**src/rtl/multicycle_control.sv**
```systemverilog
// multicycle_control: Moore sequencer for the multi-cycle MIPS datapath with mem_ready handshake and wait time-out.
module multicycle_control #(
  parameter int TIMEOUT = 16,
  parameter bit EN_ADDI = 1'b1,
  parameter bit EN_JUMP = 1'b1
) (
  input  logic        clk,
  input  logic        reset,
  input  logic [31:0] instruction,
  input  logic        mem_ready,
  output logic        pc_write,
  output logic        pc_write_cond,
  output logic        ir_write,
  output logic        iord,
  output logic        mem_read,
  output logic        mem_write,
  output logic        regdst,
  output logic        reg_write,
  output logic        memtoreg,
  output logic        alusrc_a,
  output logic [1:0]  alusrc_b,
  output logic [1:0]  aluop,
  output logic [1:0]  pc_source,
  output logic [3:0]  state,
  output logic        mem_err,
  output logic        illegal
);
  typedef enum logic [3:0] {
    FETCH, DECODE, MEMADR, MEMRD, MEMWB, MEMWR, EXEC, RWB, BRANCH, JUMP, ADDI_EX, ADDI_WB
  } state_t;
  localparam int CW = $clog2(TIMEOUT);
  localparam logic [CW-1:0] LAST = CW'(TIMEOUT - 1);
  state_t st, nxt;
  logic [CW-1:0] cnt;
  logic err_q, ill_q, mem_state, timeout;
  logic [5:0] op;
  logic unused_bits;
  assign op = instruction[31:26];
  assign unused_bits = ^instruction[25:0];
  assign mem_state = st == FETCH || st == MEMRD || st == MEMWR;
  assign timeout = mem_state && !mem_ready && cnt == LAST;
  always_comb begin
    nxt = FETCH;
    case (st)
      FETCH:   nxt = mem_ready ? DECODE : FETCH;
      DECODE:  nxt = op == 6'h00 ? EXEC :
                     (op == 6'h23 || op == 6'h2b) ? MEMADR :
                     op == 6'h04 ? BRANCH :
                     (EN_JUMP && op == 6'h02) ? JUMP :
                     (EN_ADDI && op == 6'h08) ? ADDI_EX : FETCH;
      MEMADR:  nxt = op == 6'h23 ? MEMRD : MEMWR;
      MEMRD:   nxt = mem_ready ? MEMWB : (timeout ? FETCH : MEMRD);
      MEMWR:   nxt = (mem_ready || timeout) ? FETCH : MEMWR;
      EXEC:    nxt = RWB;
      ADDI_EX: nxt = ADDI_WB;
      default: nxt = FETCH;
    endcase
  end
  always_ff @(posedge clk) begin
    if (reset) begin
      st <= FETCH;
      cnt <= '0;
      err_q <= 1'b0;
      ill_q <= 1'b0;
    end else begin
      st <= nxt;
      cnt <= (nxt != st || mem_ready || timeout || !mem_state) ? '0 : cnt + 1'b1;
      err_q <= timeout;
      ill_q <= st == DECODE && nxt == FETCH;
    end
  end
  // Strobes come from the state register alone, except the FETCH commit which waits for mem_ready.
  always_comb begin
    {pc_write, pc_write_cond, ir_write, iord, mem_read, mem_write} = '0;
    {regdst, reg_write, memtoreg, alusrc_a, alusrc_b, aluop, pc_source} = '0;
    if (!reset) begin
      case (st)
        FETCH:   begin mem_read = 1'b1; alusrc_b = 2'b01; ir_write = mem_ready; pc_write = mem_ready; end
        DECODE:  alusrc_b = 2'b11;
        MEMADR:  begin alusrc_a = 1'b1; alusrc_b = 2'b10; end
        MEMRD:   begin mem_read = 1'b1; iord = 1'b1; end
        MEMWB:   begin reg_write = 1'b1; memtoreg = 1'b1; end
        MEMWR:   begin mem_write = 1'b1; iord = 1'b1; end
        EXEC:    begin alusrc_a = 1'b1; aluop = 2'b10; end
        RWB:     begin regdst = 1'b1; reg_write = 1'b1; end
        BRANCH:  begin alusrc_a = 1'b1; aluop = 2'b01; pc_write_cond = 1'b1; pc_source = 2'b01; end
        JUMP:    begin pc_write = 1'b1; pc_source = 2'b10; end
        ADDI_EX: begin alusrc_a = 1'b1; alusrc_b = 2'b10; end
        ADDI_WB: reg_write = 1'b1;
        default: ;
      endcase
    end
  end
  assign state = reset ? 4'd0 : st;
  assign mem_err = !reset && err_q;
  assign illegal = !reset && ill_q;
endmodule

```
**config.mk**
```make
export PLATFORM = sky130hd
export DESIGN_NAME = multicycle_control
export DESIGN_NICKNAME = d
export VERILOG_FILES = /design/src/rtl/multicycle_control.sv
export SDC_FILE = /design/constraint.sdc
export NUM_CORES = 1
export LEC_CHECK = 0
export CORE_MARGIN = 2
export CORE_UTILIZATION = 35
export CTS_BUF_LIST = sky130_fd_sc_hd__clkbuf_4
export DETAILED_ROUTE_END_ITERATION = 7
export PLACE_DENSITY = 0.8
export SLEW_MARGIN = 20
export SYNTH_ARGS = -nofsm -noshare
export SYNTH_HDL_FRONTEND = slang
export SYNTH_SLANG_ARGS = --single-unit
```
**constraint.sdc**
```tcl
create_clock -name clk -period 2.05 [get_ports clk]
set_clock_uncertainty 0.2 [all_clocks]
set_input_delay 0.615 -clock clk [delete_from_list [all_inputs] [get_ports clk]]
set_output_delay 0.615 -clock clk [all_outputs]
set_load 0.005 [all_outputs]
```
# Word level (Yosys, flattened, before mapping)
# Cells that the tools add are included.
# totals
register_bits	10
mem_bits_rw	0
output_inout_bits	22
rom_bits	0
mem_count	0
word_cells	85
latchBits	0
# op_classes
bitwise	0
addsub	1
order_cmp	0
n_mux	38
shifts	0
multipliers	0
reduce_logical	24
div	0
n_eq_ne	18
# op_table
op	n
one-hot mux 4 bit (7 select lines)	1
2-to-1 mux 4 bit	6
== test 4 bit, second input constant	5
2-to-1 mux 1 bit	20
== test 4 x 3 -> 1 bit, second input constant	4
== test 6 bit, second input constant	2
2-to-1 mux 3 bit	3
== test 4 x 2 -> 1 bit, second input constant	2
logical NOT 4 bit	2
2-to-1 mux 2 bit	4
one-hot mux 2 bit (2 select lines)	2
OR reduction 2 bit	4
logical OR 1 bit	7
== test 6 x 2 -> 1 bit, second input constant	1
== test 6 x 3 -> 1 bit, second input constant	1
== test 6 x 4 -> 1 bit, second input constant	1
logical NOT 6 bit	1
one-hot mux 2 bit (3 select lines)	1
logical AND 1 bit	5
adder 4 x 1 -> 4 bit, second input constant	1
== test 4 x 1 -> 1 bit, second input constant	1
inequality test 4 bit	1
OR reduction 4 bit	1
logical NOT 1 bit	3
2 further kinds	2

# Logic depth before layout (Yosys ltp)
# Gate-level depths: netlist of the first run.
# depth
depth_word	13
depth_mapped	6
ltp_nobuf	5

# Least setup slack after synthesis of the first run
# Ideal clock, no wire load.
# synth_path
path_type	input-to-output
startpoint	input reset
endpoint	output pc_write
path_buffers	1
required_time_ns	1.235
arrival_ns	1.296
path_stages	3
path_slack_ns	-0.061
cell_sequence	clkbuf_1 nor3_1 or2_2
# synth_between
elab_chain_len	1
# synth_rtl
element	line	source
start: declaration	8	input logic reset,
2-to-1 mux 1 bit	76	if (!reset) begin
end: declaration	11	output logic pc_write,
# Every way passes these cells.

# Final worst setup path of the first run
# Ends and elaborated chain as after synthesis.

==> results of run 1 <==
[cell type report]
| class | instances | area [sq um] | share of cell area [%] |
|---|---|---|---|
| Inverter | 2 | 10.01 | 0.6056 |
| Timing Repair Buffer | 76 | 649.4 | 39.29 |
| Clock buffer | 3 | 22.52 | 1.363 |
| Sequential cell | 10 | 215.2 | 13.02 |
| Multi-Input combinational cell | 88 | 716.9 | 43.38 |
| Clock inverter | 1 | 3.754 | 0.2271 |
| Tap cell | 28 | 35.03 | 2.120 |
[placed cells by master, fill, tap and decap left out, types with 3 or more instances in the layout]
cell            instances
a21oi_1                 3
buf_2                  14
nor2b_1                 6
buf_4                  32
nand2_1                 4
nor2_1                  9
dlymetal6s2s_1          4
nand3_1                 7
nor3_2                  4
nor3b_2                 3
clkbuf_4                3
nand2b_4                4
buf_6                  18
dfxtp_4                 4
dfxtp_1                 6
[through the flow]
stage               cell area, sq um  instances
floorplan                      825.8        109
detailed placement              1345        189
finish                          1653        208
CTS                             1560        206
global route                    1653        208
global placement                1345        189
[state kept, by name, indices dropped and copies added (netlist names)]
register and cells:
cnt 4, err_q 1, ill_q 1, st 4
[repair_timing]
item	in CTS	in global routing
setup endpoints to repair	24	27
setup buffers	13	5
resized for setup	134	28
endpoints found under the hold margin	0	0
pin swaps	12	14
cloned	0	0
[kinds of logic after synthesis]
family          after synthesis  share of synthesized area (%)
buf+inv                      11                          6.678
fa+ha+maj                     1                          1.517
compound gates               19                          15.63
xor+xnor                      4                          5.160
flops                        10                          24.28
simple gates                 64                          46.74
[critical path, stage by stage]
cell and delay (ns):
buf_12 0.11, nor3_4 0.18, buf_4 0.15, and3_4 0.17, or2_4 0.11, buf_6 0.08
[power by group through the flow]
stage / clock network (mW) / logic [mW] / registers (mW)
CTS: 0.148 / 0.152 / 0.200
floorplan: 0 / 0.0503 / 0.205
detailed placement: 0 / 0.122 / 0.207
finish: 0.141 / 0.162 / 0.201
global route: 0.155 / 0.173 / 0.201
global placement: 0 / 0.117 / 0.207
[worst paths after layout]
check | endpoint | start | depth (start not counted)
worst max-delay path | pc_write | reset | 6
worst min register to register | cnt[0] | cnt[0] | 1
worst max register to register | cnt[1] | st[1] | 7
worst min-delay path | cnt[0] | cnt[0] | 1
[per-layer routing]
metal  GRT usage [%]  up-vias  part of all wire [%]
li1                -      528                     -
met1           26.61      530                    40
met2           44.58       31                    53
met3           2.000       10                   3.1
met4           10.68        0                   3.4
met5               0        -                     0
==> qor.yml, run 1 <==
outcome:
  status: "finished, violations left"
  violations: "negative setup slack"
logic_synthesis:
  synthTopCellsByArea: "dfxtp_1 24%, nor2b_1 6.1%, nand3_1 5.5%, nor2_1 5.0%, nor3b_2 4.6%"
  synth-seq-area-share_pct: 24.28
  syn_area_sq_um: 824.5
  yosysMostFrequentCell: "nor2_1"
  ys_types: 40
  synth_flop_cell: "dfxtp_1"
  ys_ff_latch: 10
  synth_top_area_share_pct: 24.28
  avgSynthCellArea_sq_um: 7.565
  async_flop_share_pct: 0
  synth_edf_count: 0
  synth_common_cells: "11 x nor2_1, 10 x dfxtp_1, 9 x nand3_1"
  synth_fp_nets: 145
  yosys_warnings: 0
  syn_inst: 109
  synth_top_area_cell: "dfxtp_1"
detailed_routing:
  wire_per_inst_um: 15.29
  wl_um: 3181
  drc: 0
  ant_nets: 0
  drt_iter0_drc: 18
  dr.pass1.iters: 4
  dr_total_vias: 1099
  vias_per_cell: 5.284
pwr:
  vdd_ir_drop_max_mv: 0.3198
  powerDensity_nw_per_um2: 305.1
  seqPwrFrac_pct: 39.8
  p_int_uw: 358.7
  power.leakage_nw: 0.7553
  net-switching-power_uw: 145.7
  p_sw_share_pct: 28.88
  power.total_uw: 504.3
  p_clk_share_pct: 28.0
  pwr-share-comb_pct: 32.2
clock_tree:
  ctsRootBufferMaster: "clkbuf_4"
  cts_sinks: 10
  htreeDepth: 1
  cts_tree: "built"
  cts_buffers: 3
  insertion_delay_ns: 0.27
  cts_hold_buffers: 0
  clk_pin_slew_ns: 0.07
  clock_path_buffers: 2
critical_path:
  cp.arrival_ns: 1.41
  path_class: "in -> out"
  worst-r2r-setup-slack_ns: 0.07
  worst_setup_path_end_kind: "primary output"
  cp.required_ns: 1.23
  worstPathMaxFanout: 4
  cp-start-kind: "input pin"
final_layout:
  fin_util_pct: 74.72
  drive_gt1_share_pct: 60.56
  antennaDiodeCount: 0
  syn2layout_area_growth_pct: 100.5
  fin_nets: 217
  fill_cells: 153
place:
  port_buffers: 30
  hpwlAfterDp_um: 1908
  gp_congestion: 0.8502
  pre_cts_slack_ns: -0.8973
timing:
  finalHoldViolCount: 0
  drv_slew: 0
  finalCriticalPeriod_ns: 2.221
  worst_pin_slew_ns: 0.3648
  fin_worst_hold_slack_ns: 0.2648
  rsz0062_at_grt: "true"
  slew_headroom_pct: 75.68
  fmax_ghz: 0.4503
  fin_ws_ns: -0.1707
  setup_tns_ns: -0.9716
  setup_violations: 15
  fin_crit_sh_pct: 108.3
min_path:
  hold_path.class: "reg -> reg"
grt:
  groute.usage.overall_pct: 23.74
  grt_pass1_vias: 1056
  gr-total-overflow: 0
  grt_start_max_net_pins: 15
  antenna_found_initial: 0
  grt_pass1_wl_um: 4864
die:
  num_io_pins: 57
  die_height_um: 52.54
  die_w_um: 52.54
  initial_utilization_pct: 37.27
  rows: 17
  die_area_sq_um: 2760
  core_sq_um: 2212
run:
  cap_violations: 0
No activity file was read; power rests on OpenSTA's default activity.
==> run 2: changes to the inputs <==
--- a/config.mk
+++ b/config.mk
@@ -14,3 +14,4 @@
 export SYNTH_ARGS = -nofsm -noshare
 export SYNTH_HDL_FRONTEND = slang
 export SYNTH_SLANG_ARGS = --single-unit
+export TNS_END_PERCENT = 5
==> run 2 against run 1 <==
Compared with the run above: the flow still finishes with violations (negative setup slack); die area unchanged; routed wire length down 8.9%; register-to-register slack better by 0.10 ns; design area down 6.7%; highest routed layer unchanged; clock-buffer cell count unchanged; sequential power about the same; via count down 6.1%; combinational power down 7%; flip-flop and latch count unchanged; clock power about the same; non-clock buffer count down 7; sequential share of layout area up 0.94 points.
==> qor.yml, run 2 (synthesis results as in run 1) <==
pwr:
  vdd_ir_drop_max_mv: 0.3189  # -0.28%
  power.total_uw: 492.2  # -2.4%
  power.leakage_nw: 0.6904  # -8.6%
  powerDensity_nw_per_um2: 319.3  # +4.6%
outcome:
  status: "finished, violations left"
  violations: "negative setup slack"
grt:
  antenna_found_initial: 0  # unchanged
  grt_pass1_vias: 1064  # +0.76%
  grt_pass1_wl_um: 4795  # -1.4%
  groute.usage.overall_pct: 23.39  # -0.34 points
  gr-total-overflow: 0  # unchanged
  grt_start_max_net_pins: 15  # unchanged
critical_path:
  path_class: "reg -> out"
  slowest_stage: "dfxtp_4"
  worstPathMaxFanout: 6  # +2
  crit_path_cell_trace: "nor3_4, buf_4, and3_4, or2_4, buf_6"
  cp.required_ns: 1.23  # about the same
  cp.arrival_ns: 1.35  # -0.06 ns
  cpLargestDelayFamily: "simple AND/OR/NAND/NOR gates"
  worst-path-buf-inv: 2  # -1
  worst_setup_path_end_kind: "primary output"
  slowest_delay_ns: 0.41  # +0.23 ns
  cp-start-kind: "flip-flop"
detailed_routing:
  wl_um: 2899  # -8.9%
  wire_per_inst_um: 14.42  # -5.7%
  vias_per_cell: 5.134  # -2.8%
  drt_iter0_drc: 12  # -6
  dr_total_vias: 1032  # -6.1%
  ant_nets: 0  # unchanged
  dr.pass1.iters: 4  # unchanged
  drc: 0  # unchanged
timing:
  rsz0062_at_grt: "true"
  finalHoldViolCount: 0  # unchanged
  fin_ws_ns: -0.1122  # +0.05846 ns
  fin_crit_sh_pct: 105.5  # -2.9 points
  worst_pin_slew_ns: 0.3718  # +0.007049 ns
  drv_slew: 0  # unchanged
  fin_worst_hold_slack_ns: 0.2645  # -0.0002850 ns
  slew_headroom_pct: 75.21  # -0.47 points
  setup_violations: 16  # +1
  fmax_ghz: 0.4625  # +2.7%
  finalCriticalPeriod_ns: 2.162  # -0.05846 ns
clock_tree:
  cts_tree: "built"
  clock_path_buffers: 2  # unchanged
  clk_pin_slew_ns: 0.07  # about the same
  htreeDepth: 1  # unchanged
  ctsRootBufferMaster: "clkbuf_4"
  cts_sinks: 10  # unchanged
  cts_hold_buffers: 0  # unchanged
  cts_buffers: 3  # unchanged
  insertion_delay_ns: 0.27  # about the same
place:
  port_buffers: 30  # unchanged
  hpwlAfterDp_um: 1908  # unchanged
  gp_congestion: 0.8502  # unchanged
  dp.cells: 189  # unchanged
final_layout:
  fin_nets: 210  # -3.2%
  layout_commonest_cell: "buf_4"
  drive_gt1_share_pct: 54.34  # -6.2 points
  fin_cells: 201  # -3.4%
  reg_top3: "cnt (4), st (4)"
  syn2layout_area_growth_pct: 86.95
  final_cell_mix: "34 x buf_4, 10 x buf_2, 9 x nand3_1, 9 x nor2_1, 9 x buf_6"
  antennaDiodeCount: 0  # unchanged
  fin_util_pct: 69.68  # -5.0 points
run:
  cap_violations: 0  # unchanged
die:
  rows: 17  # unchanged
  die_w_um: 52.54  # unchanged
  die_area_sq_um: 2760  # unchanged
  core_sq_um: 2212  # unchanged
  num_io_pins: 57  # unchanged
  die_height_um: 52.54  # unchanged
  initial_utilization_pct: 37.27  # unchanged
min_path:
  hold_path.class: "reg -> reg"
run 2: cell types whose count changed in the layout (fill, tap and decap cells not counted), sizes merged:
cell	before	now
buf	66	54
dlygate4sd2	0	4
clkdlybuf4s50	2	5
dlymetal6s2s	4	1
clkdlybuf4s15	2	4
clkbuf	5	4
run 2: what timing repair did:
item	4_1_cts	5_1_grt
resized for setup	115	8
gates cloned	0	0
setup endpoints to repair	24	21
pin swaps	13	2
setup buffers	8	0
run 2: per-stage QoR:
stage / cell area (sq um) / setup WS, ns / setup TNS [ns]
CTS: 1521 / -0.1245 / -0.9069
floorplan: 825.8 / 0.04133 / 0
global placement: 1345 / -0.8526 / -18.04
detailed placement: 1345 / -0.8973 / -18.99
global route: 1541 / -0.1526 / -1.957
finish: 1541 / -0.1122 / -0.9561
run 2: layout make-up:
type                    instances  area [sq um]
inverters                       2         7.507
clock buffers                   3         22.52
well taps                      28         35.03
repair buffers                 69         574.3
flip-flops and latches         10         215.2
clock inverters                 1         3.754
fillers                       176         670.6
multi-input cells              88         683.2
run 2: power breakdown:
part           total, mW  internal, mW  leakage, nW  switching (mW)
Clock              0.142        0.0705       0.0154          0.0713
Sequential         0.201         0.194       0.0842         0.00621
Combinational      0.150        0.0869        0.591          0.0628
run 2: path summary, 6_finish.rpt:
check                             from  endpoint  slack [ns]  depth (start not counted)
worst max-delay path             st[0]  pc_write       -0.11                          5
worst min-delay path            cnt[0]    cnt[0]        0.26                          1
worst max register to register   st[3]     ill_q        0.17                          5
worst min register to register  cnt[0]    cnt[0]        0.26                          1
run 2: per-layer routing:
layer,wire length [um],global-route usage [%],vias up
li1,-,-,516
met1,1206,26.31,486
met2,1567,44.79,26
met3,75,1.714,4
met4,50,8.974,0
met5,0,0,-
run 2: worst reg2reg max path, stage by stage, from the launching register on:
cell and delay, ns:
dfxtp_4 0.38, buf_4 0.17, or3_4 0.40, a211o_1 0.29, o22a_1 0.18, and4_1 0.16
==> run 3: changes to the inputs <==
--- a/config.mk
+++ b/config.mk
@@ -9,7 +9,7 @@
 export CORE_UTILIZATION = 35
 export CTS_BUF_LIST = sky130_fd_sc_hd__clkbuf_4
 export DETAILED_ROUTE_END_ITERATION = 7
-export PLACE_DENSITY = 0.8
+export PLACE_DENSITY_LB_ADDON = 0.2
 export SLEW_MARGIN = 20
 export SYNTH_ARGS = -nofsm -noshare
 export SYNTH_HDL_FRONTEND = slang
==> run 3 against run 2 <==
Compared with the run above: the flow still finishes with violations (negative setup slack); clock power fell by 6%; total power decreased by 2.6%; setup slack gained 0.023 ns; flip-flop and latch count unchanged; combinational power decreased by 4%; routed wire length fell by 3.8%.
==> qor.yml, run 3 (synthesis results as in run 1) <==
grt:
  gr-total-overflow: 0  # unchanged
  antenna_found_initial: 0  # unchanged
  grt_busiest_layer: "met2"
  groute.usage.overall_pct: 21.96  # -1.4 points
  grt_use_met2_pct: 38.96  # -5.8 points
  grt_pass1_vias: 963  # -9.5%
  use_met3_pct: 6.286  # +4.6 points
  grt_pass1_wl_um: 4457  # -7.0%
  use_met1_pct: 25.96  # -0.35 points
  grt_start_max_net_pins: 10  # -5
critical_path:
  r2r_start: "st[2]"
  worstPathMaxFanout: 6  # unchanged
  worst_setup_path_end_kind: "primary output"
  cp.required_ns: 1.23  # about the same
  path_class: "reg -> out"
  cp.arrival_ns: 1.32  # -0.03 ns
  r2r_cells: 6  # +1
  cp-start-kind: "flip-flop"
  timing.rr.end: "ill_q"
  worst-r2r-setup-slack_ns: 0.04  # -0.13 ns
place:
  port_buffers: 30  # unchanged
  hpwlAfterDp_um: 1952  # +2.3%
  gp_congestion: 0.7854  # -7.6%
  dp.cells: 193  # +2.1%
pwr:
  power.leakage_nw: 0.6856  # -0.70%
  powerDensity_nw_per_um2: 306.2  # -4.1%
  vdd_ir_drop_max_mv: 0.3754  # +18%
  power.total_uw: 479.4  # -2.6%
final_layout:
  fin_nets: 211  # +0.48%
  reg_top3: "cnt (4), st (4)"
  fin_cells: 201  # unchanged
  final_cell_mix: "32 x buf_4, 18 x buf_2, 9 x nor2_1, 9 x buf_6, 8 x nand3_1"
  layout_commonest_cell: "buf_4"
  fill_cells: 165  # -6.3%
  syn2layout_area_growth_pct: 89.83
  drive_gt1_share_pct: 59.54  # +5.2 points
  antennaDiodeCount: 0  # unchanged
die:
  core_sq_um: 2212  # unchanged
  rows: 17  # unchanged
  num_io_pins: 57  # unchanged
  initial_utilization_pct: 37.27  # unchanged
  die_w_um: 52.54  # unchanged
  die_height_um: 52.54  # unchanged
  die_area_sq_um: 2760  # unchanged
detailed_routing:
  dr.pass1.iters: 4  # unchanged
  drc: 0  # unchanged
  wl_um: 2790  # -3.8%
  vias_per_cell: 5.284  # +2.9%
  wire_per_inst_um: 13.88  # -3.8%
  drt_iter0_drc: 24  # +12
  dr_total_vias: 1062  # +2.9%
  ant_nets: 0  # unchanged
min_path:
  worstHoldStart: "cnt[0]"
  holdPathStages: 1  # unchanged
  hold_path.class: "reg -> reg"
  whs_endpoint: "cnt[0]"
clock_tree:
  clock_path_buffers: 2  # unchanged
  cts_tree: "built"
  ctsRootBufferMaster: "clkbuf_4"
  cts_sinks: 10  # unchanged
  htreeDepth: 1  # unchanged
  cts_buffers: 3  # unchanged
  insertion_delay_ns: 0.26  # about the same
  cts_hold_buffers: 0  # unchanged
  clk_pin_slew_ns: 0.06  # about the same
timing:
  fmax_ghz: 0.4675  # +1.1%
  worst_pin_slew_ns: 0.3124  # -0.05941 ns
  fin_ws_ns: -0.08907  # +0.02317 ns
  fin_worst_hold_slack_ns: 0.2915  # +0.02702 ns
  fin_crit_sh_pct: 104.3  # -1.1 points
  finalCriticalPeriod_ns: 2.139  # -0.02317 ns
  slew_headroom_pct: 79.17  # +4.0 points
  finalHoldViolCount: 0  # unchanged
  drv_slew: 0  # unchanged
  setup_violations: 11  # -5
  rsz0062_at_grt: "true"
run:
  cap_violations: 0  # unchanged
outcome:
  violations: "negative setup slack"
  status: "finished, violations left"
-- run 3: worst max path at each step --
stage,startpoint,endpoint,cells after the start
3_3_place_gp,reset,pc_write,5
2_1_floorplan,reset,aluop[1],3
3_5_place_dp,reset,alusrc_b[0],5
4_1_cts,reset,pc_source[0],6
5_1_grt,st[1],pc_write,4
6_report,st[1],pc_write,4
-- run 3: worst max-delay path: stages (launching register included) --
cell and delay [ns]:
dfxtp_4 0.42, nand2b_4 0.18, nor3_2 0.05, or2_2 0.28, buf_2 0.13
-- run 3: layout make-up --
class | instances | area (sq um) | share of cell area [%]
Inverter | 2 | 7.507 | 0.4796
Clock buffer | 3 | 22.52 | 1.439
Timing Repair Buffer | 70 | 566.8 | 36.21
Sequential cell | 10 | 215.2 | 13.75
Multi-Input combinational cell | 88 | 718.2 | 45.88
Tap cell | 28 | 35.03 | 2.238
-- run 3: what timing repair did --
item	in CTS	in global routing
cloned	0	0
setup endpoints to repair	27	20
gates resized for setup	132	15
hold endpoints to repair	0	0
setup buffers	4	1
pin swaps	8	9
-- run 3: metal layers --
metal  wire (um)  vias to the layer above
met5           0                        -
met2        1447                       49
met4          48                        0
met3         193                        8
met1        1101                      488
li1            -                      517
-- run 3: metrics by stage --
step / util, % / instance area, sq um / setup WS [ns] / TNS [ns]
global route: 70.76 / 1565 / -0.1502 / -1.251
finish: 70.76 / 1565 / -0.08907 / -0.4447
CTS: 67.99 / 1504 / -0.08711 / -0.6199
global placement: 62.73 / 1388 / -0.8275 / -19.02
detailed placement: 62.73 / 1388 / -0.9034 / -19.97
floorplan: - / 825.8 / 0.04133 / 0
-- run 3: power by group --
part / total (mW) / leakage, nW / internal [mW] / switching (mW)
sequential: 0.201 / 0.0842 / 0.194 / 0.00652
combinational: 0.144 / 0.588 / 0.0828 / 0.0615
clock: 0.134 / 0.0138 / 0.0679 / 0.0661
==> variant (config.mk and constraints of run 3) <==
The parameter `EN_ADDI` goes from 1'b1 to 1'b0.
--- a/src/rtl/multicycle_control.sv
+++ b/src/rtl/multicycle_control.sv
@@ -1,7 +1,7 @@
 // multicycle_control: Moore sequencer for the multi-cycle MIPS datapath with mem_ready handshake and wait time-out.
 module multicycle_control #(
   parameter int TIMEOUT = 16,
-  parameter bit EN_ADDI = 1'b1,
+  parameter bit EN_ADDI = 1'b0,
   parameter bit EN_JUMP = 1'b1
 ) (
   input  logic        clk,
Formal check against the unedited RTL: not equivalent (a bounded check fails within 4 cycles, from zero or initial values and one cycle with reset high).
==> variant against run 3 <==
Cell count fell by 7.0%; the flow still finishes with violations (negative setup slack); area after synthesis fell by 7.4%; cell area fell by 12%; utilization fell by 2.1 points; synthesized cell count fell by 2.8%; critical endpoint is now reg_write; routed wire length fell by 12%; worst setup slack got worse by 0.099 ns; largest power group unchanged; sequential cell count did not move; global-route usage fell by 2.0 points; power fell by 4.6%.
==> variant: results <==
{
  "routedLengthMet1_um": 1120,
  "place.gp.congestion": 0.854,
  "synthTopCellsByArea": "dfxtp_1 (26%), nor2_1 (7.4%), nor2b_1 (7.4%)",
  "grt_util_all_layers": 0.200,
  "synthTopCellsByCount": "nor2_1 (15), dfxtp_1 (10), nor2b_1 (9)",
  "violations": "negative setup slack",
  "reg2reg_depth": 5,
  "netlist_area_um2": 763,
  "cp_max_fo": 7,
  "syn_nets": 142,
  "dr_total_vias": 943,
  "relSlewSlack": 0.813,
  "setup_viol": 14,
  "yosysUniqueCellTypes": 36,
  "whs_ns": 0.253,
  "p_leak_nw": 0.622,
  "grt_max_degree": 9,
  "route.met3.wl_um": 129,
  "fin_nets": 198,
  "dp_hpwl_um": 1730,
  "syn_avg_cell_area_um2": 7.20,
  "met1_usage": 0.263,
  "layout-drive-gt1-share": 0.488,
  "rrSetupSlack_ns": 0.11,
  "wl_met2_um": 1160,
  "dp_slack_ns": -1.02,
  "status": "finished with violations",
  "fin_tns_setup_ns": -1.42,
  "multi_input_gates": 85,
  "layout.nonclk_buf_frac": 0.344,
  "ir_drop_uv": 286,
  "max_stage_delay_ns": 0.38,
  "layout_setup_ws_ns": -0.188,
  "wl_per_cell_um": 13.1,
  "timing.rr.start": "st[3]",
  "seq_share": 0.157
}
[variant: worst max path at each step]
stage,endpoint,slack [ns],depth (start not counted)
finish,reg_write,-0.19,5
floorplan,alusrc_a,0.07,3
global placement,pc_write,-0.97,5
CTS,pc_write,-0.26,4
global route,reg_write,-0.25,5
detailed placement,pc_write,-1.02,5
[variant: power by group]
part	internal [mW]	switching (mW)	total, mW
Sequential	0.194	0.00504	0.199
Clock	0.0681	0.0708	0.139
Combinational	0.0666	0.0526	0.119
Total	0.329	0.128	0.457
[variant: logic make-up after synthesis]
family	Yosys count	synth area share
AOI/OAI and AO/OA	16	0.141
and+or+nand+nor	62	0.439
buffers and inverters	11	0.0721
DFF	10	0.262
xor gates and xnor gates	6	0.0689
adders and majority gates	1	0.0164
[variant: timing repair]
| action | 4_1_cts | 5_1_grt |
|---|---|---|
| resized for setup | 89 | 27 |
| endpoints found under the setup margin | 24 | 24 |
| pin swaps | 4 | 3 |
| setup buffers | 2 | 1 |
